### src/rtl/single_port_rom_reg_if.sv
// rtl/single_port_rom_reg_if.sv - read bus between a controller and the single-port ROM
// Optional port data_parity is present when SINGLE_PORT_ROM_PARITY_EN is defined.
interface single_port_rom_reg_if #(
  parameter int ADDR_W = 3,
  parameter int DATA_W = 8
);
  logic              rd_en;
  logic [ADDR_W-1:0] addr;
  logic [DATA_W-1:0] data_out;
  logic              data_valid;
  logic              addr_err;
`ifdef SINGLE_PORT_ROM_PARITY_EN
  logic              data_parity;
`endif

`ifdef SINGLE_PORT_ROM_PARITY_EN
  // Controller side: issues reads, consumes registered results.
  modport master (
    output rd_en, addr,
    input  data_out, data_valid, addr_err, data_parity
  );

  // ROM side: samples reads, drives registered results.
  modport slave (
    input  rd_en, addr,
    output data_out, data_valid, addr_err, data_parity
  );
`else
  // Controller side: issues reads, consumes registered results.
  modport master (
    output rd_en, addr,
    input  data_out, data_valid, addr_err
  );

  // ROM side: samples reads, drives registered results.
  modport slave (
    input  rd_en, addr,
    output data_out, data_valid, addr_err
  );
`endif
endinterface

### src/rtl/single_port_rom_reg.sv
// rtl/single_port_rom_reg.sv - fixed 8-entry lookup ROM with registered output, valid strobe and range error
// Optional feature: SINGLE_PORT_ROM_PARITY_EN adds a registered even-parity bit (data_parity).
module single_port_rom_reg #(
  parameter int                ADDR_W       = 3,
  parameter int                DATA_W       = 8,
  parameter int                DEPTH        = 8,
  parameter logic [DATA_W-1:0] DEFAULT_WORD = '0
) (
  input  logic                clk,
  input  logic                rst_n,
  single_port_rom_reg_if.slave bus
);

  logic [31:0]       addr_ext;
  logic              in_range;
  logic [7:0]        base_word;
  logic [DATA_W-1:0] rd_word;

  logic [DATA_W-1:0] data_q;
  logic              valid_q;
  logic              err_q;

  // Widen the address so the range compare works for any ADDR_W/DEPTH pair.
  always_comb begin
    addr_ext = 32'(bus.addr);
    in_range = (addr_ext < 32'(DEPTH));
  end

  // Base table; implemented entries repeat it every 8 words when DEPTH > 8.
  always_comb begin
    base_word = 8'h00;
    case (addr_ext[2:0])
      3'd0:    base_word = 8'hA5;
      3'd1:    base_word = 8'h3C;
      3'd2:    base_word = 8'h7E;
      3'd3:    base_word = 8'h01;
      3'd4:    base_word = 8'hFF;
      3'd5:    base_word = 8'h80;
      3'd6:    base_word = 8'h5A;
      3'd7:    base_word = 8'hC3;
      default: base_word = 8'h00;
    endcase
  end

  // Fit the table byte to DATA_W (zero-extend or truncate); unimplemented addresses read DEFAULT_WORD.
  always_comb begin
    rd_word = in_range ? DATA_W'(base_word) : DEFAULT_WORD;
  end

  // Output register: loads only on an accepted read so an idle (or X) address cannot disturb it.
  always_ff @(posedge clk or negedge rst_n) begin
    if (!rst_n) begin
      data_q  <= '0;
      valid_q <= 1'b0;
      err_q   <= 1'b0;
    end else begin
      valid_q <= bus.rd_en;
      if (bus.rd_en) begin
        data_q <= rd_word;
        err_q  <= !in_range;
      end
    end
  end

  assign bus.data_out   = data_q;
  assign bus.data_valid = valid_q;
  assign bus.addr_err   = err_q;

`ifdef SINGLE_PORT_ROM_PARITY_EN
  logic parity_q;

  // Parity is registered with the word so the pair always describes the same read.
  always_ff @(posedge clk or negedge rst_n) begin
    if (!rst_n) begin
      parity_q <= 1'b0;
    end else if (bus.rd_en) begin
      parity_q <= ^rd_word;
    end
  end

  assign bus.data_parity = parity_q;
`endif

endmodule

### src/flat_wrapper.sv
// flat-port wrapper written by rule: the top's interface ports become plain ports
module single_port_rom_reg_flat 
#(
  parameter int                ADDR_W       = 3,
  parameter int                DATA_W       = 8,
  parameter int                DEPTH        = 8,
  parameter logic [DATA_W-1:0] DEFAULT_WORD = '0
)
  (clk, rst_n, bus_rd_en, bus_addr, bus_data_out, bus_data_valid, bus_addr_err);
  single_port_rom_reg_if #(.ADDR_W(ADDR_W), .DATA_W(DATA_W)) bus_i ();
  input  logic clk;
  input  logic rst_n;
  input wire logic [$bits(bus_i.rd_en)-1:0] bus_rd_en;
  input wire logic [$bits(bus_i.addr)-1:0] bus_addr;
  output wire logic [$bits(bus_i.data_out)-1:0] bus_data_out;
  output wire logic [$bits(bus_i.data_valid)-1:0] bus_data_valid;
  output wire logic [$bits(bus_i.addr_err)-1:0] bus_addr_err;
  assign bus_i.rd_en = bus_rd_en;
  assign bus_i.addr = bus_addr;
  assign bus_data_out = bus_i.data_out;
  assign bus_data_valid = bus_i.data_valid;
  assign bus_addr_err = bus_i.addr_err;
  single_port_rom_reg #(.ADDR_W(ADDR_W), .DATA_W(DATA_W), .DEPTH(DEPTH), .DEFAULT_WORD(DEFAULT_WORD)) u_core (.clk(clk), .rst_n(rst_n), .bus(bus_i));
endmodule
### config.mk
export PLATFORM = sky130hd
export DESIGN_NAME = single_port_rom_reg_flat
export DESIGN_NICKNAME = d
export VERILOG_FILES = /design/src/rtl/single_port_rom_reg_if.sv /design/src/rtl/single_port_rom_reg.sv /design/src/flat_wrapper.sv
export SDC_FILE = /design/constraint.sdc
export NUM_CORES = 1
export LEC_CHECK = 0
export ABC_AREA = 1
export CORE_AREA = 2 2 39 41
export DETAILED_ROUTE_END_ITERATION = 8
export DIE_AREA = 0 0 41 43
export GPL_TIMING_DRIVEN = 1
export RECOVER_POWER = 25
export SLEW_MARGIN = 20
export SYNTH_ARGS = -nofsm -noshare
export SYNTH_HDL_FRONTEND = slang
export SYNTH_SLANG_ARGS = --single-unit
### constraint.sdc
create_clock -name clk -period 1.1 [get_ports clk]
set_clock_uncertainty 0.2 [all_clocks]
set_input_delay 0.22 -clock clk [delete_from_list [all_inputs] [get_ports clk]]
set_output_delay 0.22 -clock clk [all_outputs]
set_load 0.01 [all_outputs]
==> results by group, run 1 <==
Floorplanning
  • Die Ht: around 43 um
  • Initial Utilization: 25.23%
  • Rows: 14
  • Ports: 16
  • Die width: 41 um
  • Core Footprint: 1384 um2
  • Die area: between 1500 and 2000 um2

Global route
  • GRT Total Usage: 9.668%
  • Pin count of the biggest net entering global routing: 8
  • First-pass GRT wire length: 1104 um
  • Vias in the first global route: 300
  • Total grt overflow: 0
  • Initial antenna violation count: 0

Clock network
  • CTS sink cnt: 6
  • Clock tree buffer depth: 2
  • CTS Root Cell: clkbuf_4
  • H-tree depth: 1
  • Clock slew at reported path FFs: 40 ps
  • CTS tree: built
  • Worst skew pair latency: 240 ps
  • CTS buffer count: 3

Routing
  • Drt first pass iters: 2
  • Vias: 330
  • Final ANT Viol Nets: 0
  • DRC violations left: 0
  • Routed WL: 737 um
  • Mean routed wirelength per cell: 8.774 um
  • Via density: 3.929
  • Initial DRC count: 3

Min path
  • HP Class: primary input to async pin

Power
  • Sequential Power Share: 39.9%
  • Pleak: 0.3221 nW
  • Pwr dens: 1145 nW/um2
  • Int Power: about 0.47 mW
  • Peak VDD IR: around 0.26 mV
  • Comb pwr share: 29.8%
  • Part of the power in the clock network: 30.3%
  • Switching share of power: 26.70%
  • Switching pwr: between 0.15 and 0.2 mW
  • PnR Total Power: 0.6462 mW

Critical path
  • Worst setup EP type: primary output
  • Critical Path Source Type: flip-flop
  • Worst Path Arrival: 770 ps
  • Slowest cell on crit path: dfrtp_1
  • Slowest Stage Delay on Critical Path: roughly 380 ps
  • WP data required: 680 ps
  • Crit Path Class: flip-flop to primary output
  • Buf/Inv on CP: 1
  • Crit Path Max Fanout: 3
  • Worst path cell trace: buf_2
  • CP delay by family, top: flip-flops

Finish
  • Post-route standard cell area excluding fillers: 564.3 um2
  • Area delta synth->final: 61.65%
  • Ratio of cells with drive above 1 in the final layout: between 40% and 50%
  • Core Util, Final: 40.78%
  • Fillcell total: 172
  • Nets: 80
  • Ant diodes: 0

Synth
  • Post-synth net total: 54
  • Avg Inst Size Synth: 7.934 um2
  • Sequential share of the synthesized area: 43.01%
  • Yosys warning count: 0
  • Register bit total from synthesis: 6
  • Yosys cell types: 10
  • Post-Syn Area: 349.1 um2
  • Syn Inst Count: 44

Timing
  • Final WS setup: -85.46 ps
  • Final hold vios: 0
  • # setup viols final: 9
  • Minimum clock period: 1185 ps
  • Setup TNS: -656.4 ps
  • Max frequency: 0.8436 GHz
  • Unrepaired setup endpoints after global routing: true
  • Period utilization: 107.8%
  • Max Transition Viols Final: 0

Status
  • Failing checks: setup timing
  • Outcome: complete, but fails checks

Placement
  • IO Port Bufs: 14
  • Post-DP Area: 539.3 um2
  • DP HPWL: 563.2 um
  • RD Place Congestion: 0.6884

Job
  • Max_cap viols: 0
[repair_timing]
action,in CTS,in global routing
pin swaps,2,1
hold buffers,0,0
buffers inserted,2,1
resized for setup,41,6
endpoints found under the setup margin,13,12
cloned,0,0
[synth_stat cells]
master | number | area [um2]
buf_4 | 4 | 30.03
nand2_1 | 16 | 60.06
conb_1 | 1 | 3.750
dfrtp_1 | 6 | 150.1
inv_2 | 1 | 3.750
nor2_1 | 2 | 7.510
inv_1 | 5 | 18.77
ha_1 | 4 | 50.05
o21ai_0 | 1 | 5.000
nand3_1 | 4 | 20.02
[power by group through the flow]
stage | sequential [mW] | combinational [mW] | clock [mW]
after floorplan | 0.272 | 0.0687 | 0
after global placement | 0.260 | 0.199 | 0
after detailed placement | 0.262 | 0.201 | 0
after CTS | 0.257 | 0.183 | 0.205
after global routing | 0.260 | 0.216 | 0.215
final | 0.258 | 0.193 | 0.196
[final timing paths]
check                                                   start                            endpoint  slack (ps)  cells past startpoint
setup / recovery           u_core.bus.data_out[2]$_DFFE_PN0P_                     bus_data_out[5]         -90                      1
setup reg to reg           u_core.bus.data_out[7]$_DFFE_PN0P_  u_core.bus.data_out[7]$_DFFE_PN0P_          50                      4
max in group asynchronous                               rst_n  u_core.bus.data_out[4]$_DFFE_PN0P_         410                      1
hold / removal                                          rst_n  u_core.bus.data_out[1]$_DFFE_PN0P_          80                      1
min in group clk                                  bus_addr[2]  u_core.bus.data_out[4]$_DFFE_PN0P_         190                      4
hold reg to reg            u_core.bus.data_out[0]$_DFFE_PN0P_  u_core.bus.data_out[0]$_DFFE_PN0P_         370                      3
[metal layers]
layer	GRT usage, %	part of all wire [%]
met5	0	0
met4	12.00	3.9
met3	1.571	9.6
met2	14.06	47
met1	9.740	39
[registers in the layout, summed over array words and instances (netlist names)]
signal                 count
u_core.bus.data_out        5
u_core.bus.data_valid      1
[cells in the final DEF, fill, tap and decap left out]
cell type / Yosys / layout
buf_2: 0 / 8
buf_4: 4 / 11
buf_6: 0 / 1
clkbuf_4: 0 / 3
clkdlybuf4s15_1: 0 / 1
clkdlybuf4s50_1: 0 / 1
conb_1: 1 / 1
dfrtp_1: 6 / 6
dlygate4sd2_1: 0 / 1
dlygate4sd3_1: 0 / 1
dlymetal6s2s_1: 0 / 1
ha_1: 4 / 2
ha_2: 0 / 1
ha_4: 0 / 1
inv_1: 5 / 2
inv_2: 1 / 4
nand2_1: 16 / 16
nand3_1: 4 / 4
nor2_1: 2 / 1
nor2_2: 0 / 1
o21ai_0: 1 / 1
[worst register-to-register path, stage by stage, from the launching register on]
cell and delay (ps):
dfrtp_1 380, buf_4 130, buf_4 120, nand2_1 60, nand2_1 50
[metrics by stage]
stage,hold WS [ps],std cells,setup slack (ps)
3_5_place_dp,273.7,78,-525.0
4_1_cts,17.50,83,-99.02
6_report,83.57,84,-85.46
2_1_floorplan,-275.6,44,30.46
3_3_place_gp,273.0,78,-511.3
5_1_grt,106.8,84,-118.4
[cell families (layout without fill, tap and decap cells)]
group                    Yosys count  after routing  synth area share [%]
AND/OR/NAND/NOR                   22             22                 25.09
adder cells (fa/ha/maj)            4              4                 14.34
buffers and inverters             10             34                 15.05
AO/OA/AOI/OAI                      1              1                 1.432
flip-flops                         6              6                 43.01
other                              1              1                 1.074
[area by class of cell]
type                    count  area, um2  share of cell area, %
flip-flops and latches      6      150.1                  26.61
clock buffers               3      22.52                  3.991
inverters                   6      22.52                  3.991
repair buffers             25      185.2                  32.82
well taps                  16      20.02                  3.548
multi-input cells          28      163.9                  29.05
(Power assumes the default switching activity.)
==> run 2: changes to the inputs <==
Settings changed: CELL_PAD_IN_SITES_DETAIL_PLACEMENT from default to 0, CELL_PAD_IN_SITES_GLOBAL_PLACEMENT from default to 1, CORE_AREA 2 2 39 41 to default, CORE_MARGIN from default to 1.5, CORE_UTILIZATION from default to 26, DIE_AREA 0 0 41 43 to default, PLACE_DENSITY_LB_ADDON from default to 0.1.
==> results by group, run 2 (synthesis gave the netlist of run 1 again) <==
Status
  • Outcome: complete, but fails checks
  • Failing checks: setup timing

Routing
  • Final ANT Viol Nets: 0 (unchanged)
  • Max layer used: met4
  • Initial DRC count: 5 (+2)
  • Routed WL: 710 um (-3.7%)
  • Via density: 4.238 (+7.9%)
  • Routed wl met3: 48 um (-32%)
  • Drt first pass iters: 4 (+2)
  • Met1 wire length: 272 um (-5.6%)
  • Metal2 WL: 374 um (+7.5%)
  • Mean routed wirelength per cell: 8.875 um (+1.2%)
  • DRC violations left: 0 (unchanged)
  • Vias: 339 (+2.7%)

Floorplanning
  • Die area: 1571 um2 (-11%)
  • Core Footprint: 1269 um2 (-8.3%)
  • Die Ht: 39.64 um (-7.8%)
  • Ports: 16 (unchanged)
  • Rows: 13 (-1)
  • Die width: 39.64 um (-3.3%)
  • Initial Utilization: 27.51% (+2.3 points)

Power
  • Pleak: 0.3086 nW (-4.2%)
  • Pwr dens: 1183 nW/um2 (+3.3%)
  • Peak VDD IR: 0.3687 mV (+42%)

Finish
  • Most frequent cells in the layout: nand2_1, buf_2, buf_4, dfrtp_1
  • Fillcell total: 139 (-19%)
  • Core Util, Final: 41.81% (+1.0 points)
  • Nets: 77 (-3.8%)
  • Area delta synth->final: 51.97%
  • Ratio of cells with drive above 1 in the final layout: 41.54% (-2.6 points)
  • Commonest non-fill, non-tap cell in the layout: nand2_1
  • Ant diodes: 0 (unchanged)
  • Largest register FFs: 5 (unchanged)

Timing
  • Max Transition Viols Final: 0 (unchanged)
  • Final hold vios: 0 (unchanged)
  • Period utilization: 107.2% (-0.53 points)
  • # setup viols final: 9 (unchanged)
  • Unrepaired setup endpoints after global routing: true
  • Max frequency: 0.8477 GHz (+0.49%)
  • Final WS setup: -79.68 ps (+5.785 ps)
  • Minimum clock period: 1180 ps (-5.785 ps)

Critical path
  • Worst setup EP type: primary output
  • Crit Path Class: flip-flop to primary output
  • Buf/Inv on CP: 1 (unchanged)
  • CP delay by family, top: flip-flops
  • Worst path cell trace: buf_2
  • Worst Path Arrival: 760 ps (about the same)
  • WP data required: 680 ps (about the same)
  • Slowest cell on crit path: dfrtp_1
  • Crit Path Max Fanout: 3 (unchanged)
  • Critical Path Source Type: flip-flop
  • Slowest Stage Delay on Critical Path: 380 ps (about the same)

Global route
  • Pin count of the biggest net entering global routing: 8 (unchanged)
  • Total grt overflow: 0 (unchanged)
  • First-pass GRT wire length: 1214 um (+10%)
  • GRT Total Usage: 12.41% (+2.7 points)
  • Initial antenna violation count: 0 (unchanged)
  • Vias in the first global route: 318 (+6.0%)

Placement
  • RD Place Congestion: 0.7096 (+3.1%)
  • DP HPWL: 566 um (+0.50%)
  • IO Port Bufs: 14 (unchanged)
  • Pre-CTS setup slack: -528.2 ps (-3.198 ps)

Clock network
  • CTS buffer count: 3 (unchanged)
  • CTS tree: built
  • # hold bufs at CTS: 0 (unchanged)
  • Clock slew at reported path FFs: 40 ps (about the same)
  • CTS Root Cell: clkbuf_4
  • CTS sink cnt: 6 (unchanged)
  • H-tree depth: 1 (unchanged)
  • Clock tree buffer depth: 2 (unchanged)
  • Worst skew pair latency: 240 ps (about the same)

Min path
  • HP Class: primary input to async pin

Job
  • Max_cap viols: 0 (unchanged)
[run 2: layer usage]
metal | global-route usage, % | vias to the layer above
met5 | 0 | -
met4 | 10.34 | 0
met3 | 3.409 | 2
met2 | 22.13 | 15
met1 | 11.38 | 149
li1 | - | 173
[run 2: what timing repair did]
item / 4_1_cts / 5_1_grt
setup endpoints to repair: 13 / 13
pin swaps: 3 / 1
setup buffers: 0 / 1
resized for setup: 43 / 6
[run 2: cell type report]
| type | count | area, um2 | share of cell area, % |
|---|---|---|---|
| multi-input cells | 28 | 161.4 | 30.42 |
| repair buffers | 22 | 155.1 | 29.25 |
| flip-flops and latches | 6 | 150.1 | 28.30 |
| clock buffers | 3 | 22.52 | 4.245 |
| inverters | 6 | 22.52 | 4.245 |
| well taps | 15 | 18.77 | 3.538 |
[run 2: metrics by stage]
stage / TNS, ps / hold WS, ps / instances / power (mW) / instance area [um2]
after global placement: -3609 / 265.3 / 76 / 0.4539 / 530.5
after floorplan: 0 / -275.6 / 44 / 0.3408 / 349.1
after CTS: -737.0 / 26.74 / 79 / 0.6314 / 520.5
final: -646.4 / 89.46 / 80 / 0.6276 / 530.5
after global routing: -998.5 / 100.4 / 80 / 0.6821 / 530.5
after detailed placement: -3751 / 275.0 / 76 / 0.4576 / 530.5
[run 2: worst paths after layout]
| check | start | end | slack, ps | depth (start not counted) |
|---|---|---|---|---|
| worst max register to register | u_core.bus.data_out[4]$_DFFE_PN0P_ | u_core.bus.data_out[4]$_DFFE_PN0P_ | 70 | 4 |
| min in group clk | bus_rd_en | u_core.bus.data_valid$_DFF_PN0_ | 140 | 1 |
| max in group asynchronous | rst_n | u_core.bus.data_out[1]$_DFFE_PN0P_ | 400 | 1 |
| worst max-delay path | u_core.bus.data_out[2]$_DFFE_PN0P_ | bus_data_out[2] | -80 | 1 |
| worst min register to register | u_core.bus.data_out[7]$_DFFE_PN0P_ | u_core.bus.data_out[7]$_DFFE_PN0P_ | 280 | 2 |
| worst min-delay path | rst_n | u_core.bus.data_out[4]$_DFFE_PN0P_ | 90 | 1 |
[run 2: where the power goes]
group / total [mW] / switching (mW) / internal (mW) / leakage [nW]
registers: 0.256 / 0.0116 / 0.244 / 0.0719
logic: 0.172 / 0.0845 / 0.0879 / 0.223
clock network: 0.199 / 0.0761 / 0.123 / 0.0138
==> run 3: changes to the inputs <==
Settings changed: CORE_MARGIN 1.5 to default.
==> results by group, run 3 (synthesis gave the netlist of run 1 again) <==
Timing
  • Max Transition Viols Final: 0 (unchanged)
  • Minimum clock period: 1193 ps (+12.86 ps)
  • Worst Hold Slack: 90.98 ps (+1.527 ps)
  • Final WS setup: -92.54 ps (-12.86 ps)
  • Period utilization: 108.4% (+1.2 points)
  • Unrepaired setup endpoints after global routing: true
  • Final hold vios: 0 (unchanged)
  • Setup TNS: -684.9 ps (-38.48 ps)
  • # setup viols final: 9 (unchanged)
  • Max frequency: 0.8385 GHz (-1.1%)

Finish
  • Fin cells: 80 (unchanged)
  • Multi-input gate area: 163.9 um2 (+1.6%)
  • Ant diodes: 0 (unchanged)
  • Area delta synth->final: 56.63%
  • Fillcell total: 128 (-7.9%)
  • Commonest non-fill, non-tap cell in the layout: nand2_1
  • Nets: 78 (+1.3%)
  • Most frequent cells in the layout: nand2_1, buf_4, buf_2, dfrtp_1
  • Ratio of cells with drive above 1 in the final layout: 42.42% (+0.89 points)
  • Core Util, Final: 46.69% (+4.9 points)
  • Storage element area: 150.1 um2 (unchanged)
  • Largest register FFs: 5 (unchanged)

Critical path
  • Worst path cell trace: buf_6
  • Worst setup EP type: primary output
  • Slowest cell on crit path: dfrtp_1
  • Slowest Stage Delay on Critical Path: 400 ps (+20 ps)
  • Worst Path Arrival: 770 ps (about the same)
  • Reg2reg start: u_core.bus.data_out[1]$_DFFE_PN0P_
  • Crit Path Class: flip-flop to primary output
  • Crit Path Max Fanout: 2 (-1)
  • WP data required: 680 ps (about the same)
  • Buf/Inv on CP: 1 (unchanged)
  • CP delay by family, top: flip-flops
  • Crit path from: u_core.bus.data_out[7]$_DFFE_PN0P_
  • Critical Path Source Type: flip-flop

Routing
  • Met1 wire length: 291 um (+7.0%)
  • Metal2 WL: 362 um (-3.2%)
  • Final ANT Viol Nets: 0 (unchanged)
  • Vias: 337 (-0.59%)
  • Routed WL: 729 um (+2.7%)
  • Routed wl met3: 64 um (+33%)
  • Mean routed wirelength per cell: 9.113 um (+2.7%)
  • Initial DRC count: 7 (+2)
  • Max layer used: met4
  • DRC violations left: 0 (unchanged)
  • Via density: 4.213 (-0.59%)
  • Drt first pass iters: 4 (unchanged)

Clock network
  • Clock tree buffer depth: 2 (unchanged)
  • CTS Root Cell: clkbuf_4
  • H-tree depth: 1 (unchanged)
  • CTS sink cnt: 6 (unchanged)
  • # hold bufs at CTS: 0 (unchanged)
  • Worst skew pair latency: 240 ps (about the same)
  • Clock slew at reported path FFs: 40 ps (about the same)
  • CTS buffer count: 3 (unchanged)
  • CTS tree: built

Min path
  • HP Class: primary input to async pin

Placement
  • RD Place Congestion: 0.7948 (+12%)
  • Placed Instances: 75 (-1.3%)
  • DP HPWL: 578.6 um (+2.2%)
  • IO Port Bufs: 14 (unchanged)

Global route
  • Vias in the first global route: 312 (-1.9%)
  • Initial antenna violation count: 0 (unchanged)
  • First-pass GRT wire length: 1138 um (-6.3%)
  • Pin count of the biggest net entering global routing: 8 (unchanged)
  • Total grt overflow: 0 (unchanged)
  • GRT Total Usage: 11.78% (-0.63 points)

Power
  • Pwr dens: 1169 nW/um2 (-1.2%)
  • Peak VDD IR: 0.5198 mV (+41%)
  • Switching pwr: 0.1772 mW (+2.9%)
  • Sequential Power Share: 40.3% (-0.5 points)
  • Part of the power in the clock network: 31.7% (about the same)
  • Comb pwr share: 28.0% (+0.5 points)
  • Pleak: 0.3122 nW (+1.2%)
  • Switching share of power: 27.72% (+0.28 points)
  • Int Power: 0.4621 mW (+1.5%)

Floorplanning
  • Die Ht: 38.64 um (-2.5%)
  • Die area: 1493 um2 (-5.0%)
  • Ports: 16 (unchanged)
  • Rows: 12 (-1)
  • Die width: 38.64 um (-2.5%)
  • Initial Utilization: 29.81% (+2.3 points)
  • Core Footprint: 1171 um2 (-7.7%)

Status
  • Outcome: complete, but fails checks
  • Failing checks: setup timing

Job
  • Max_cap viols: 0 (unchanged)
-- run 3: cell count changes in the layout (fill, tap and decap cells not counted), sizes merged --
cell	before	now
clkdlybuf4s50	0	1
buf	17	18
clkbuf	4	3
-- run 3: metrics by stage --
step                total power [mW]  instance area [um2]  setup WS, ps
floorplan                     0.3408                349.1         30.46
finish                        0.6393                546.8        -92.54
global route                  0.6825                546.8        -125.9
CTS                           0.6496                538.0        -98.29
detailed placement            0.4542                529.3        -525.5
global placement              0.4497                529.3        -503.6
-- run 3: final timing paths --
kind | endpoint | slack [ps] | cells past startpoint
max | bus_data_out[7] | -90 | 1
min | u_core.bus.data_out[4]$_DFFE_PN0P_ | 90 | 1
max reg2reg | u_core.bus.data_out[1]$_DFFE_PN0P_ | 60 | 4
min reg2reg | u_core.bus.data_out[2]$_DFFE_PN0P_ | 300 | 2
max in group asynchronous | u_core.bus.data_out[7]$_DFFE_PN0P_ | 390 | 1
min in group clk | u_core.bus.data_out[4]$_DFFE_PN0P_ | 170 | 4
-- run 3: cell type report --
type | count | share of cell area, %
Clock buffer | 3 | 4.119
Inverter | 6 | 4.119
Multi-Input combinational cell | 28 | 29.98
Sequential cell | 6 | 27.46
Tap cell | 14 | 3.204
Timing Repair Buffer | 23 | 31.12
-- run 3: timing repair --
action	CTS	global route
gates cloned	0	0
setup endpoints to repair	13	12
gates resized for setup	42	5
pin swaps	2	1
setup buffers	2	0
-- run 3: per-layer routing --
layer,GRT usage (%),up-vias
met5,0,-
met4,5.172,0
met3,7.514,2
met2,20.42,14
met1,10.60,150
li1,-,171
-- run 3: power by group through the flow --
stage               clock network [mW]  registers (mW)  logic (mW)
finish                           0.203           0.258       0.179
global route                     0.226           0.260       0.196
CTS                              0.213           0.257       0.179
detailed placement                   0           0.262       0.192
global placement                     0           0.260       0.190
floorplan                            0           0.272      0.0687
